===== src/rtl/mem_stage_lsu_pkg.sv =====
// Shared definitions for the memory-stage load/store unit: access-size codes
// and FSM state encoding.
package mem_stage_lsu_pkg;

  localparam int XLEN = 32;

  localparam logic [2:0] F3_B  = 3'b000;
  localparam logic [2:0] F3_H  = 3'b001;
  localparam logic [2:0] F3_W  = 3'b010;
  localparam logic [2:0] F3_BU = 3'b100;
  localparam logic [2:0] F3_HU = 3'b101;

  typedef enum logic [1:0] {
    ST_IDLE   = 2'd0,
    ST_REQ    = 2'd1,
    ST_WAIT_R = 2'd2,
    ST_DONE   = 2'd3
  } lsu_state_e;

endpackage


===== src/rtl/mem_stage_lsu_if.sv =====
// Data-memory bus: request side is driven by the LSU (master), the memory
// returns grant, read-valid and read data (slave).
interface mem_stage_lsu_if;

  logic                                req;
  logic                                we;
  logic [3:0]                          be;
  logic [mem_stage_lsu_pkg::XLEN-1:0]  addr;
  logic [mem_stage_lsu_pkg::XLEN-1:0]  wdata;
  logic                                gnt;
  logic                                rvalid;
  logic [mem_stage_lsu_pkg::XLEN-1:0]  rdata;

  modport master (
    output req, we, be, addr, wdata,
    input  gnt, rvalid, rdata
  );

  modport slave (
    input  req, we, be, addr, wdata,
    output gnt, rvalid, rdata
  );

endinterface


===== src/rtl/mem_stage_lsu_align.sv =====
// Byte-lane steering for stores, lane extraction plus sign/zero extension for
// loads, and the alignment check. Purely combinational.
module lsu_align
  import mem_stage_lsu_pkg::*;
(
  input  logic [2:0]      funct3,
  input  logic [1:0]      off,
  input  logic [XLEN-1:0] store_data,
  input  logic [XLEN-1:0] rdata,
  output logic [3:0]      be,
  output logic [XLEN-1:0] wdata,
  output logic [XLEN-1:0] load_data,
  output logic            misaligned
);

  logic [7:0]  byte_sel;
  logic [15:0] half_sel;

  always_comb begin
    be         = 4'b1111;
    wdata      = store_data;
    misaligned = 1'b0;
    case (funct3[1:0])
      2'b00: begin
        be    = 4'b0001 << off;
        wdata = {4{store_data[7:0]}};
      end
      2'b01: begin
        be         = 4'b0011 << off;
        wdata      = {2{store_data[15:0]}};
        misaligned = off[0];
      end
      default: misaligned = (off != 2'b00);
    endcase
  end

  // Misaligned halves never reach the bus, so only the two aligned slots matter
  always_comb begin
    case (off)
      2'd0:    byte_sel = rdata[7:0];
      2'd1:    byte_sel = rdata[15:8];
      2'd2:    byte_sel = rdata[23:16];
      default: byte_sel = rdata[31:24];
    endcase
    half_sel = off[1] ? rdata[31:16] : rdata[15:0];
  end

  always_comb begin
    case (funct3)
      F3_B:    load_data = {{24{byte_sel[7]}}, byte_sel};
      F3_BU:   load_data = {24'h0, byte_sel};
      F3_H:    load_data = {{16{half_sel[15]}}, half_sel};
      F3_HU:   load_data = {16'h0, half_sel};
      default: load_data = rdata;
    endcase
  end

endmodule


===== src/rtl/mem_stage_lsu.sv =====
// Memory-stage load/store unit: runs one data-memory access per MEM-stage op
// and stalls the pipeline until it completes.
//
//   state     | meaning
//   ST_IDLE   | no access in flight; an aligned op launches one
//   ST_REQ    | request on the bus, waiting for grant
//   ST_WAIT_R | load granted, waiting for read data
//   ST_DONE   | access complete; stall released for one cycle
module mem_stage_lsu
  import mem_stage_lsu_pkg::*;
(
  input  logic            clk,
  input  logic            rst_n,
  input  logic            mem_memread,
  input  logic            mem_memwrite,
  input  logic [2:0]      mem_funct3,
  input  logic [XLEN-1:0] mem_alu_result,
  input  logic [XLEN-1:0] mem_store_data,
  mem_stage_lsu_if.master dmem,
  output logic [XLEN-1:0] mem_read_data,
  output logic            mem_stall,
  output logic            mem_misaligned
);

  lsu_state_e      state_q, state_d;
  logic [XLEN-1:0] rdata_q;
  logic            op, is_load, is_store, aligned_op;
  logic            capture, store_gnt;
  logic [3:0]      be_raw;
  logic [XLEN-1:0] wdata_raw, load_data;
  logic            mis_raw;

  assign op       = mem_memread | mem_memwrite;
  assign is_load  = mem_memread;
  assign is_store = mem_memwrite & ~mem_memread;

  lsu_align u_align (
    .funct3     (mem_funct3),
    .off        (mem_alu_result[1:0]),
    .store_data (mem_store_data),
    .rdata      (dmem.rdata),
    .be         (be_raw),
    .wdata      (wdata_raw),
    .load_data  (load_data),
    .misaligned (mis_raw)
  );

  assign aligned_op = op & ~mis_raw;

  always_ff @(posedge clk or negedge rst_n) begin
    if (!rst_n) state_q <= ST_IDLE;
    else        state_q <= state_d;
  end

  always_comb begin
    state_d = state_q;
    case (state_q)
      ST_IDLE:   if (aligned_op) state_d = ST_REQ;
      ST_REQ:    if (dmem.gnt) state_d = (is_load & ~dmem.rvalid) ? ST_WAIT_R : ST_DONE;
      ST_WAIT_R: if (dmem.rvalid) state_d = ST_DONE;
      default:   state_d = ST_IDLE;
    endcase
  end

  // Stores clear the capture register so DONE never replays an older load
  assign capture   = ((state_q == ST_REQ) & dmem.gnt & dmem.rvalid & is_load)
                   | ((state_q == ST_WAIT_R) & dmem.rvalid);
  assign store_gnt = (state_q == ST_REQ) & dmem.gnt & is_store;

  always_ff @(posedge clk or negedge rst_n) begin
    if (!rst_n)         rdata_q <= '0;
    else if (capture)   rdata_q <= load_data;
    else if (store_gnt) rdata_q <= '0;
  end

  always_comb begin
    dmem.req       = (state_q == ST_REQ);
    dmem.we        = dmem.req & is_store;
    dmem.be        = (dmem.req & is_store) ? be_raw : 4'h0;
    dmem.wdata     = (dmem.req & is_store) ? wdata_raw : '0;
    dmem.addr      = dmem.req ? {mem_alu_result[XLEN-1:2], 2'b00} : '0;
    mem_stall      = aligned_op & (state_q != ST_DONE);
    mem_misaligned = op & mis_raw;
    mem_read_data  = (state_q == ST_DONE) ? rdata_q : '0;
  end

endmodule


===== src/flat_wrapper.sv =====
// flat-port wrapper written by rule: the top's interface ports become plain ports
module mem_stage_lsu_flat import mem_stage_lsu_pkg::*;
  (clk, rst_n, mem_memread, mem_memwrite, mem_funct3, mem_alu_result, mem_store_data, mem_read_data, mem_stall, mem_misaligned, dmem_req, dmem_we, dmem_be, dmem_addr, dmem_wdata, dmem_gnt, dmem_rvalid, dmem_rdata);
  mem_stage_lsu_if dmem_i ();
  input  logic clk;
  input  logic rst_n;
  input  logic mem_memread;
  input  logic mem_memwrite;
  input  logic [2:0] mem_funct3;
  input  logic [XLEN-1:0] mem_alu_result;
  input  logic [XLEN-1:0] mem_store_data;
  output logic [XLEN-1:0] mem_read_data;
  output logic mem_stall;
  output logic mem_misaligned;
  output wire logic [$bits(dmem_i.req)-1:0] dmem_req;
  output wire logic [$bits(dmem_i.we)-1:0] dmem_we;
  output wire logic [$bits(dmem_i.be)-1:0] dmem_be;
  output wire logic [$bits(dmem_i.addr)-1:0] dmem_addr;
  output wire logic [$bits(dmem_i.wdata)-1:0] dmem_wdata;
  input wire logic [$bits(dmem_i.gnt)-1:0] dmem_gnt;
  input wire logic [$bits(dmem_i.rvalid)-1:0] dmem_rvalid;
  input wire logic [$bits(dmem_i.rdata)-1:0] dmem_rdata;
  assign dmem_req = dmem_i.req;
  assign dmem_we = dmem_i.we;
  assign dmem_be = dmem_i.be;
  assign dmem_addr = dmem_i.addr;
  assign dmem_wdata = dmem_i.wdata;
  assign dmem_i.gnt = dmem_gnt;
  assign dmem_i.rvalid = dmem_rvalid;
  assign dmem_i.rdata = dmem_rdata;
  mem_stage_lsu u_core (.clk(clk), .rst_n(rst_n), .mem_memread(mem_memread), .mem_memwrite(mem_memwrite), .mem_funct3(mem_funct3), .mem_alu_result(mem_alu_result), .mem_store_data(mem_store_data), .dmem(dmem_i), .mem_read_data(mem_read_data), .mem_stall(mem_stall), .mem_misaligned(mem_misaligned));
endmodule

===== config.mk =====
export PLATFORM = sky130hd
export DESIGN_NAME = mem_stage_lsu_flat
export DESIGN_NICKNAME = d
export VERILOG_FILES = /design/src/rtl/mem_stage_lsu_pkg.sv /design/src/rtl/mem_stage_lsu_if.sv /design/src/rtl/mem_stage_lsu_align.sv /design/src/rtl/mem_stage_lsu.sv /design/src/flat_wrapper.sv
export SDC_FILE = /design/constraint.sdc
export NUM_CORES = 1
export LEC_CHECK = 0
export BUFFER_PORTS_ARGS = -buffer_cell sky130_fd_sc_hd__buf_2
export CAP_MARGIN = 40
export CORE_MARGIN = 1.5
export CORE_UTILIZATION = 42
export CTS_CLUSTER_DIAMETER = 50
export CTS_CLUSTER_SIZE = 24
export DETAILED_ROUTE_END_ITERATION = 12
export PLACE_DENSITY = 0.81
export SLEW_MARGIN = 15
export SYNTH_ARGS = -nofsm -noshare
export SYNTH_HDL_FRONTEND = slang
export SYNTH_SLANG_ARGS = --single-unit

===== constraint.sdc =====
create_clock -name clk -period 2.5 [get_ports clk]
set_input_delay 0.625 -clock clk [delete_from_list [all_inputs] [get_ports clk]]
set_output_delay 0.625 -clock clk [all_outputs]
set_load 0.01 [all_outputs]

Word-level counts from Yosys, hierarchy flattened
Cells that the tools add are included.
{"block": "totals", "reg_bits": 34, "input_bits": 105, "output_inout_bits": 104, "wordCells": 57}
{"block": "op_classes", "n_eq_ne": 13, "n_shift": 2, "muxes": 17, "n_bitwise": 16, "reduce_logical": 7}
{"cell": "$mux 32", "count": 5}
{"cell": "$pmux 32 s4", "count": 1}
{"cell": "$pmux 32 s2", "count": 1}
{"cell": "$pmux 8 s3", "count": 1}
{"cell": "$mux 16", "count": 1}
{"cell": "$and 1x1->1", "count": 11}
{"cell": "$pmux 4 s2", "count": 1}
{"cell": "$eq 2x1->1 const B", "count": 3}
{"cell": "$eq 2x2->1 const B", "count": 3}
{"cell": "$eq 3x3->1 const B", "count": 2}
{"cell": "$logic_not 2->1", "count": 3}
{"cell": "$mux 2", "count": 3}
{"cell": "$pmux 2 s3", "count": 1}
{"cell": "$mux 4", "count": 1}
{"cell": "$ne 2x1->1 const B", "count": 2}
{"cell": "$ne 2x2->1 const B", "count": 2}
{"cell": "$reduce_bool 2->1", "count": 2}
{"cell": "$shl 1x2->4 const A", "count": 1}
{"cell": "$shl 2x2->4 const A", "count": 1}
{"cell": "$eq 3x1->1 const B", "count": 1}
{"cell": "$logic_not 3->1", "count": 1}
{"cell": "$not 1->1", "count": 3}
{"cell": "$reduce_and 3->1", "count": 1}
{"cell": "$or 1x1->1", "count": 2}
{"cell": "2 further kinds", "count": 2}

Longest topological paths before layout
{"block": "depth", "ltp_word": 6, "ltp_mapped": 8, "depth_no_buf": 7}

Modules after synthesis
From an unflattened synthesis, not the netlist that was laid out.
{"block": "unflattened", "cells_unflattened": 417, "area_unflattened_um2": 3489.6}
{"mod": "mem_stage_lsu", "n_inst": 1, "cells_per_inst": 208, "area_each_um2": 2057.0, "seq_area_each_um2": 850.8}
{"mod": "lsu_align", "n_inst": 1, "cells_per_inst": 209, "area_each_um2": 1432.6, "seq_area_each_um2": 0.0}

Worst setup path before layout
Ideal clock, no wire load.
{"block": "synth_timing", "path_kind": "input port to output port", "startpoint": "in mem_funct3[0]", "endpoint": "out dmem_wdata[24]", "t_arrival_ns": 1.596, "required_ns": 1.875, "slack_ns": 0.279, "path_stages": 6, "path_buffers": 2, "path_cell_list": "clkbuf_1 buf_2 mux2i_1 nor2_1 a21oi_1 nor2_1"}
{"block": "synth_via", "elab_chain_len": 3, "word_cells_on_any_way": 4, "cone_classes": "eq/ne: 1; mux: 2; reduce/logical: 1"}
{"item": "from (decl)", "line_no": "flat_wrapper.sv:9", "text": "input logic [2:0] mem_funct3;"}
{"item": "$eq 2x1->1 or $logic_not 2->1 (tied branches)", "line_no": "mem_stage_lsu_align.sv:23", "text": "case (funct3[1:0])"}
{"item": "$pmux 32 s2 (*)", "line_no": "mem_stage_lsu_align.sv:23"}
{"item": "$mux 32 (*)", "line_no": "mem_stage_lsu.sv:80", "text": "dmem.wdata = (dmem.req & is_store) ? wdata_raw : '0;"}
{"item": "to (decl)", "line_no": "flat_wrapper.sv:19", "text": "output wire logic [$bits(dmem_i.wdata)-1:0] dmem_wdata;"}
Mark *: on every way between the ends. The rest lies on a longest branch, timed or not.

Final worst setup path
{"block": "layout_timing", "startpoint": "reg u_core.state_q[1]", "endpoint": "out dmem_wdata[7]"}
{"block": "layout_via", "elab_chain_len": 3}
{"item": "from (decl)", "line_no": "mem_stage_lsu.sv:25", "text": "lsu_state_e state_q, state_d;"}
{"item": "from (signal assigned)", "line_no": "mem_stage_lsu.sv:52", "text": "else state_q <= state_d;"}
{"item": "$eq 2x1->1", "line_no": "mem_stage_lsu.sv:77", "text": "dmem.req = (state_q == ST_REQ);"}
{"item": "$and 1x1->1", "line_no": "mem_stage_lsu.sv:80"}
{"item": "$mux 32", "line_no": "mem_stage_lsu.sv:80"}
No other way between the ends.

==> summary.md <==
| Metric | Value |
|---|---|
| Setup_tns | `0 ns` |
| Ys flop type | `dfrtp_1` |
| Most frequent cell after synthesis | `and2_1` |
| CTS max path bufs | `2` |
| R2r startpoint | `u_core.state_q[1]` |
| CTS root buffer | `clkbuf_8` |
| Total global-route track usage | `around a quarter` |
| First-pass GRT wire length | `around 16 mm` |
| Post-synth ARST share | `100.0%` |
| WL per Instance | `~16 um` |
| Largest net degree at the start of global routing | `35` |
| Gate power share | `between 50% and 60%` |
| Relative slew slack | `around half` |
| List of most frequent post-synthesis cells | `70 x and2_1, 41 x nor2_1, 34 x dfrtp_1` |
| CTS tree | `yes` |
| Initial Util | `a little over two fifths` |
| Worst hold slack | `between 0.4 and 0.5 ns` |
| Vias per cell | `between 5 and 6` |
| Sequential cell area fraction in the yosys report | `approximately 28%` |
| Net count, final | `659` |
| Placer Congestion | `between 0.9 and 1` |
| Syn avg cell area | `about 8.5 um^2` |
| Max_cap viols | `0` |
| Final setup fails | `0` |
| Core Area | `between 6000 and 7000 um^2` |
| Clk_skew | `0.008406 ns` |
| Share of the synthesized area in the top cell type | `28.27%` |
| Mapped cell area | `roughly 3000 um^2` |
| Ports | `approximately 210` |
| Die height | `87.65 um` |
| Sw Share | `a little under 40%` |
| Synth Warn # | `0` |
| Clock share of power | `~14%` |
| Clk sinks | `34` |
| Reg clk slew, reported paths | `0.08 ns` |
| Worst Setup Start Kind | `flop` |
| Synth area leaders | `dfrtp_1 28%, and2_1 15%, mux2i_1 7.7%, a221o_1 6.0%, mux4_2 6.0%` |
| Antenna viol nets, final | `0` |
| Area Overhead vs Synth | `41.33%` |
| Overall routed net length | `10.22 mm` |
| Cell Count, Final, Fillers Out | `646` |
| Clock latency on the worst-skew pair | `around 0.29 ns` |
| Antenna diode count | `0` |
| Fin crit share | `about 96%` |
| Worst-path fanout max | `29` |
| Num CTS Buffers | `5` |
| Fin crit period | `2.403 ns` |
| Synth area leader | `dfrtp_1` |
| Max Freq | `between 400 and 500 MHz` |
| Post-synthesis register bit count | `34` |
| HP Class | `primary input to async pin` |
| Post-DP HPWL | `8.098 mm` |
| Final WS setup | `roughly 0.097 ns` |
| Dpl cell area | `approximately 4200 um^2` |
| EDFF count, synth | `0` |
| Crit end category | `output pin` |
| CTS HTree Levels | `2` |
| Synth unique cells | `42` |
| GRT Residual Overflow | `0` |
| Leak Pwr | `~2.4 nW` |
| Launch point of the worst path | `u_core.state_q[1]` |
| DRT Pass-1 Iters | `4` |
| P per Cell Area | `a little over 700 nW/um^2` |
| Layout cell share with drive strength beyond 1 | `46.55%` |
| Final Cell Area | `around 4300 um^2` |
| Chip width | `slightly below 90 um` |
| # DRC | `0` |
| Initial antenna violation count | `0` |
| Iter 0 DRT Violations | `230` |
| Synthesized instance count | `around 350` |
| Placed Cells | `~640` |
| Status | `finished clean` |
| IO buf count | `206` |
| Arrival @ worst endpoint | `about 1.8 ns` |
| Internal power | `around 0.0018 W` |
| Routed vias | `between 3,000 and 4,000` |
| CP required | `1.88 ns` |
| Hold Fails Final Rpt | `0` |
| Site row count | `30` |
| Max IR drop VDD | `0.3031 mV` |
| Kind of critical path | `flop to output pin` |
| RSZ-0062 raised after global routing | `no` |
| Flop pwr share | `between 30% and 40%` |
| P_sw | `between 0.001 and 0.0015 W` |
| Vias in the first global route | `about 3,200` |
| CTS Hold Bufs | `0` |
| Max-slew violations | `0` |
| Least-Margin Pin Slew | `0.7712 ns` |
| Pre-CTS WS | `about 0.27 ns` |
| Total die area | `between 7000 and 8000 um^2` |
==> worst max-delay path, stage by stage (launching register included) <==
cell and delay (ns):
dfrtp_1 0.44, inv_1 0.11, ha_1 0.21, nand3_1 0.14, buf_12 0.19, inv_4 0.11, and2_1 0.15, buf_2 0.13
==> final timing paths <==
path,endpoint,slack (ns),cells after the start
min in group clk,u_core.rdata_q[12],0.47,2
min reg2reg,u_core.rdata_q[12],0.47,2
max,dmem_wdata[7],0.1,7
min,u_core.rdata_q[27],0.41,1
max in group asynchronous,u_core.rdata_q[7],1.60,1
max reg2reg,u_core.rdata_q[29],0.41,6
==> cell usage in the layout, fill, tap and decap left out, types with 4 or more instances in the layout <==
cell type / Yosys / layout
a221o_1: 18 / 18
a211oi_1: 13 / 13
nor2_1: 41 / 41
a22oi_1: 6 / 6
a21oi_1: 21 / 21
mux4_2: 8 / 8
mux2_2: 4 / 4
a221o_2: 6 / 6
mux2i_1: 23 / 23
inv_1: 6 / 6
dfrtp_1: 34 / 34
clkbuf_8: 0 / 6
and2_1: 70 / 70
ha_1: 5 / 4
nand2_1: 21 / 21
buf_2: 8 / 206
buf_4: 2 / 13
nor2b_1: 8 / 8
o21ai_0: 11 / 11
==> power by group through the flow <==
stage	clock (W)	combinational (W)	sequential (W)
finish	0.000435	0.00167	0.000915
global route	0.000473	0.00183	0.000938
CTS	0.000444	0.00168	0.000912
detailed placement	0	0.00167	0.000919
global placement	0	0.00162	0.000910
floorplan	0	0.00107	0.000875
==> through the flow <==
| step | power [W] | utilization, % |
|---|---|---|
| floorplan | 0.001947 | - |
| global placement | 0.002533 | 60.46 |
| detailed placement | 0.002594 | 60.46 |
| CTS | 0.003036 | 61.88 |
| global route | 0.003245 | 61.91 |
| finish | 0.003022 | 61.91 |
==> per-layer routing <==
metal / vias up / part of all wire, % / global-route usage, %
li1: 1642 / - / -
met5: - / 0 / 0
met2: 174 / 51 / 46.36
met3: 22 / 7.5 / 4.901
met1: 1599 / 39 / 31.50
met4: 0 / 2.5 / 9.668
==> registers in the layout (all words and copies together), names as in the netlist <==
signal,count
u_core.state_q,2
u_core.rdata_q,32
==> cells by family after synthesis <==
kind of cell               synth area share [%]
AOI/OAI and AO/OA                         21.70
other                                    0.1246
DFF                                       28.27
buffers and inverters                     6.319
muxes                                     15.13
and+or+nand+nor                           26.36
adders and majority gates                 2.079
==> repair_timing <==
item | CTS | global route
gates resized for setup | 1 | 1
buffers inserted | 0 | 0
endpoints found under the setup margin | 4 | 8
hold endpoints to repair | 0 | 0
==> layout make-up <==
class | instances | area, um^2
inverter | 8 | 32.53
sequential | 34 | 850.8
clock buffer | 6 | 82.58
multi-input combinational | 279 | 1986
tap | 96 | 120.1
timing repair buffer | 221 | 1169
clock inverter | 2 | 12.51
fill | 626 | 2616
No activity file was read; power rests on OpenSTA's default activity.
